$ cat config.mk
export PLATFORM = sky130hd
export DESIGN_NAME = alu_nibble_seq
export DESIGN_NICKNAME = d
export VERILOG_FILES = /design/src/rtl/alu_nibble_seq.sv
export SDC_FILE = /design/constraint.sdc
export NUM_CORES = 1
export LEC_CHECK = 0
export CAP_MARGIN = 20
export CORE_UTILIZATION = 30
export CTS_BUF_LIST = sky130_fd_sc_hd__clkbuf_4 sky130_fd_sc_hd__clkbuf_8
export CTS_CLUSTER_SIZE = 30
export DETAILED_ROUTE_END_ITERATION = 10
export PLACE_DENSITY_LB_ADDON = 0.3
export SLEW_MARGIN = 25
export SYNTH_ARGS = -nofsm -noshare
export SYNTH_HDL_FRONTEND = slang
export SYNTH_SLANG_ARGS = --single-unit
$ cat constraint.sdc
create_clock -name clk -period 2.05 [get_ports clk]
set_input_delay 0.41 -clock clk [delete_from_list [all_inputs] [get_ports clk]]
set_output_delay 0.41 -clock clk [all_outputs]
set_load 0.01 [all_outputs]
$ cat src/rtl/alu_nibble_seq.sv
// Bit-serial-by-nibble sequencer driving an external 4-bit ALU slice, LSB nibble first.
// Optional zero-result flag output enabled by defining ALU_NIBBLE_SEQ_ZERO_FLAG_EN.
module alu_nibble_seq #(
  parameter int unsigned NIBBLES = 4
) (
  input  logic                   clk,
  input  logic                   reset,
  input  logic                   start,
  input  logic [3:0]             op_s,
  input  logic                   op_m,
  input  logic                   op_cn,
  input  logic [4*NIBBLES-1:0]   op_a,
  input  logic [4*NIBBLES-1:0]   op_b,
  output logic [3:0]             alu_s,
  output logic [3:0]             alu_a,
  output logic [3:0]             alu_b,
  output logic                   alu_m,
  output logic                   alu_cn,
  input  logic [3:0]             alu_f,
  input  logic                   alu_cn4,
  output logic                   busy,
  output logic                   done,
  output logic [4*NIBBLES-1:0]   result,
  output logic                   cout
`ifdef ALU_NIBBLE_SEQ_ZERO_FLAG_EN
  ,
  output logic                   zero
`endif
);

  localparam int unsigned W = 4 * NIBBLES;
  localparam logic [2:0] IDX_LAST = 3'(NIBBLES - 1);

  typedef enum logic [1:0] {IDLE, RUN, DONE} state_t;

  state_t         state_q, state_d;
  logic [2:0]     idx_q, idx_d;
  logic           carry_q, carry_d;
  logic [3:0]     s_q, s_d;
  logic           m_q, m_d;
  logic [W-1:0]   a_q, a_d;
  logic [W-1:0]   b_q, b_d;
  logic [W-1:0]   result_q, result_d;
  logic           cout_q, cout_d;
  logic [3:0]     nib_a, nib_b;
`ifdef ALU_NIBBLE_SEQ_ZERO_FLAG_EN
  logic           zero_q, zero_d;
`endif

  always_ff @(posedge clk) begin
    if (reset) begin
      state_q  <= IDLE;
      idx_q    <= '0;
      carry_q  <= 1'b0;
      s_q      <= '0;
      m_q      <= 1'b0;
      a_q      <= '0;
      b_q      <= '0;
      result_q <= '0;
      cout_q   <= 1'b0;
`ifdef ALU_NIBBLE_SEQ_ZERO_FLAG_EN
      zero_q   <= 1'b0;
`endif
    end else begin
      state_q  <= state_d;
      idx_q    <= idx_d;
      carry_q  <= carry_d;
      s_q      <= s_d;
      m_q      <= m_d;
      a_q      <= a_d;
      b_q      <= b_d;
      result_q <= result_d;
      cout_q   <= cout_d;
`ifdef ALU_NIBBLE_SEQ_ZERO_FLAG_EN
      zero_q   <= zero_d;
`endif
    end
  end

  // Nibble select as an explicit mux so no operand bits go unread.
  always_comb begin
    nib_a = '0;
    nib_b = '0;
    for (int unsigned i = 0; i < NIBBLES; i++) begin
      if (idx_q == 3'(i)) begin
        nib_a = a_q[4*i +: 4];
        nib_b = b_q[4*i +: 4];
      end
    end
  end

  always_comb begin
    state_d  = state_q;
    idx_d    = idx_q;
    carry_d  = carry_q;
    s_d      = s_q;
    m_d      = m_q;
    a_d      = a_q;
    b_d      = b_q;
    result_d = result_q;
    cout_d   = cout_q;
`ifdef ALU_NIBBLE_SEQ_ZERO_FLAG_EN
    zero_d   = zero_q;
`endif
    alu_s    = '0;
    alu_a    = '0;
    alu_b    = '0;
    alu_m    = 1'b0;
    alu_cn   = 1'b0;
    busy     = 1'b0;
    done     = 1'b0;

    case (state_q)
      IDLE: begin
        if (start) begin
          s_d     = op_s;
          m_d     = op_m;
          carry_d = op_cn;
          a_d     = op_a;
          b_d     = op_b;
          idx_d   = '0;
          state_d = RUN;
        end
      end
      RUN: begin
        busy    = 1'b1;
        alu_s   = s_q;
        alu_m   = m_q;
        alu_a   = nib_a;
        alu_b   = nib_b;
        alu_cn  = carry_q;
        carry_d = alu_cn4;
        for (int unsigned i = 0; i < NIBBLES; i++) begin
          if (idx_q == 3'(i)) result_d[4*i +: 4] = alu_f;
        end
        if (idx_q == IDX_LAST) begin
          state_d = DONE;
          cout_d  = alu_cn4;
`ifdef ALU_NIBBLE_SEQ_ZERO_FLAG_EN
          zero_d  = (result_d == '0);
`endif
        end else begin
          idx_d = idx_q + 3'd1;
        end
      end
      DONE: begin
        done    = 1'b1;
        state_d = IDLE;
      end
      default: state_d = IDLE;
    endcase
  end

  assign result = result_q;
  assign cout   = cout_q;
`ifdef ALU_NIBBLE_SEQ_ZERO_FLAG_EN
  assign zero   = zero_q;
`endif

endmodule

-- Word-level counts from Yosys, hierarchy flattened
Index checks and enable logic that the tools add are counted.
- add/sub/neg operators: 1
- equality and inequality tests: 8
- muxes and demuxes: 23
- reductions and logical operators: 11
- operator list (cell ; number):
    $mux 4 ; 11
    $reduce_and 2->1 ; 7
    $eq 3x2->1 const B ; 2
    $mux 3 ; 2
    $ne 2x2->1 const B ; 3
    $pmux 3 s2 ; 1
    $mux 1 ; 5
    $mux 2 ; 2
    $pmux 2 s2 ; 1
    $add 3x1->3 const B ; 1
    $eq 3x1->1 const B ; 1
    $logic_not 3->1 ; 1
    $reduce_and 3->1 ; 1
    $eq 2x1->1 const B ; 1
    $eq 2x2->1 const B ; 1
    $logic_not 2->1 ; 1
    $pmux 1 s2 ; 1
    $reduce_bool 2->1 ; 1
- flip-flop bits (word level): 60
- bits of input ports: 46
- output and inout port bits: 33
- word-level logic and storage cells: 55

-- Logic depth before layout (Yosys ltp)
- depth after elaboration: 6
- mapped depth: 7
- depth with buffers taken out: 5

-- Worst setup path after synthesis
No wires, ideal clock.
- path type: reg-to-output
- start point: reg idx_q[1]
- end point: out alu_a[1]
- data arrival time: 1400 ps
- required time: 1640 ps
- path slack: 240 ps
- stages on the path, launching flop included: 8
- path buffers: 2
- cell sequence: dfxtp_1 > inv_1 > ha_1 > clkbuf_1 > clkbuf_1 > a21oi_1 > o21ai_0 > a32o_1
- longest elaborated chain between the ends: 6
- elaborated cells on any way between the ends: 9
- those cells by class: eq/ne (3); mux (5); reduce/logical (1)
- RTL lines (element ; line ; text):
    start: declaration ; 37 ; logic [2:0] idx_q, idx_d;
    start signal: assignment ; 66 ; idx_q <= idx_d;
    $logic_not 3->1 ; 85 ; if (idx_q == 3'(i)) begin
    $mux 4 (3 in a row) ; 85 ;
    $mux 4 (*) ; 85 ;
    $mux 4 (*) ; 113 ; case (state_q)
    end: declaration ; 15 ; output logic [3:0] alu_a,
Every way passes the cells marked *; elsewhere a longest branch is shown, timed or not.

-- Worst setup path after layout
- start point: reg idx_q[1]
- end point: out alu_b[3]
- longest elaborated chain between the ends: 6
- elaborated cells on any way between the ends: 9
- those cells by class: eq/ne (3); mux (5); reduce/logical (1)
- RTL lines (element ; line ; text):
    $logic_not 3->1 ; 85 ;
    $mux 4 (3 in a row) ; 85 ;
    $mux 4 (*) ; 85 ;
    $mux 4 (*) ; 113 ;
    end: declaration ; 16 ; output logic [3:0] alu_b,
Marks and branches as above.

==> metrics.txt <==
initial antenna violation count=0; commonest non-fill, non-tap cell in the layout=nand2_1; Max-Cap Viols=0; hold_ws=0.450 ns; RSZ-0062 raised after global routing=true; placed cell areas=3560 um2; Post-route DRC=0; maximum VDD drop=252 uV; worst r2r src=idx_q[0]; Syn Area/Cell=8.07 um2; f_max=473 MHz; hold crit path type=reg -> reg; Congestion Overflow GR=0; Yosys warnings=0; cells on worst reg2reg path=6; final hold vios=0; post-synth cell types=29; pin count of the biggest net entering global routing=35; pwr/cell area=676 nW/um2; vias in the first global route=2404; kind of end point of the critical path=output pin; Post-DRT Antenna Nets=0; Clock transition at path regs=0.08 ns; Ports=79; Area Overhead vs Synth=52.7%; critical-path maximum fanout=6; DRT iter0 DRCs=133; 1st-pass router iterations=4; first-pass GRT wire length=11.3 mm; Filler cells=827; most frequent cells in the layout=92 x nand2_1, 61 x clkdlybuf4s50_1, 56 x dfxtp_1; status=finished, violations left; leakage=1.50 nW; reg2reg setup slack=0.32 ns; TritonCTS buffer count=9; CTS H-tree lvls=3; Final #Nets=462; Final Cell Area=3880 um2; min setup slack post-route=-0.0651 ns; Post-Syn Instances=315; cts hold-fix bufs=0; sequential fraction of the synthesis area=47.2%; clk_lat worst skew=0.34 ns; R2R Path End=idx_q[2]; count of final setup violators=8; worst path required time=1.64 ns; fin util=47.3%; routed vias/inst=4.69; share of cells above drive strength 1=19.5%; Mapped Nets=366; post-layout min period=2.12 ns; row cnt=33; gpl congestion=0.770; fin crit share=103%; CTS tree=done; Worst Setup SP=idx_q[1]; Hold Path Depth=2; IO buf count=78; synthesized flop and latch total=60; die area=8850 um2; GRT Overall Usage=16.7%; fin cells=521; core area=8220 um2; Routed Wire Length=7.05 mm; routed vias=2446; CTS root buf=clkbuf_8; Max-slew headroom=61.8%; Critical Path End=alu_b[3]; Ant. Diodes=0; Die Ht=94.1 um; failing checks=negative setup slack; Cell Count Post-Placement=498; Final Max Tran Viols=0; worst slew pin tran=0.573 ns; dpl hpwl=4.91 mm; Die Wd=94.1 um; Clock Skew=0.0140 ns; critical path startpoint category=flop; Sum Neg Setup Slack=-0.198 ns; Arrival @ worst endpoint=1.71 ns; clock buffer depth=2; initial core utilization=30.9%; Post-Syn Area=2540 um2; class of the most critical setup path=reg -> out; wire length per cell=13.5 um; CTS sink cnt=60
-- cell usage after synthesis, drive strengths merged --
library cell / n / area, um2
nand3: 3 / 15.0
ha: 5 / 62.6
nor3: 2 / 21.3
dfxtp: 60 / 1200
mux2i: 12 / 120
nor4bb: 1 / 10.0
nor2b: 1 / 6.26
a21oi: 54 / 270
o21ai: 8 / 40.0
a32o: 8 / 80.1
and4bb: 2 / 25.0
nand2: 92 / 345
nand2b: 9 / 56.3
buf: 10 / 55.1
nor2: 15 / 56.3
and2: 6 / 37.5
inv: 4 / 15.0
or2: 1 / 6.26
nor4: 1 / 6.26
nor3b: 1 / 7.51
nand3b: 2 / 15.0
and3b: 1 / 8.76
or2b: 1 / 7.51
clkbuf: 14 / 56.3
or3b: 2 / 17.5
-- power breakdown --
part / switching [mW] / internal, mW
logic: 0.201 / 0.228
clock network: 0.497 / 0.444
registers: 0.0336 / 1.22
-- per-stage QoR --
| step | total power [mW] | setup slack (ns) |
|---|---|---|
| global route | 2.76 | -0.129 |
| finish | 2.63 | -0.0651 |
| floorplan | 1.47 | 0.240 |
| detailed placement | 1.69 | -0.333 |
| CTS | 2.65 | -0.0728 |
| global placement | 1.68 | -0.243 |
-- cell type report --
type	instances	area, um2	share of cell area [%]
clock buffers	9	124	3.19
clock inverters	7	52.6	1.35
inverters	4	20.0	0.516
multi-input cells	228	1310	33.8
flip-flops and latches	60	1210	31.2
well taps	105	131	3.38
repair buffers	108	1030	26.5
-- state kept, by name, summed over array words and instances (netlist names) --
register  count
m_q           1
a_q          16
cout          1
s_q           4
result       16
carry_q       1
idx_q         3
state_q       2
b_q          16
-- critical path: stages (launching register included) --
cell and delay (ns):
dfxtp_4 0.38, buf_6 0.10, ha_4 0.14, buf_6 0.12, buf_6 0.10, buf_6 0.08
nand2b_1 0.05, a32o_1 0.25, buf_2 0.13
-- repair_timing --
action	in CTS	in global routing
pin swaps	6	4
cloned	1	0
endpoints found under the setup margin	15	9
gates resized for setup	84	3
setup buffers	6	0
-- cells by family after synthesis --
logic type | Yosys count | synth area share (%)
buffers and inverters | 28 | 4.97
and+or+nand+nor | 140 | 25.2
muxes | 12 | 4.72
DFF | 60 | 47.2
adders and majority gates | 5 | 2.46
AOI/OAI and AO/OA | 70 | 15.4
-- worst min-delay path by stage --
stage | start | to | slack, ns
2_1_floorplan | a_q[10] | a_q[10] | 0.43
3_3_place_gp | a_q[10] | a_q[10] | 0.44
3_5_place_dp | m_q | m_q | 0.44
4_1_cts | m_q | m_q | 0.45
5_1_grt | s_q[2] | s_q[2] | 0.47
6_report | m_q | m_q | 0.45
-- metal layers --
metal  GRT usage (%)  routed length, um
met4            5.77                 30
met3            3.24                313
met1            20.5               3150
met2            28.9               3560
met5               0                  0
No activity file was read; power rests on OpenSTA's default activity.
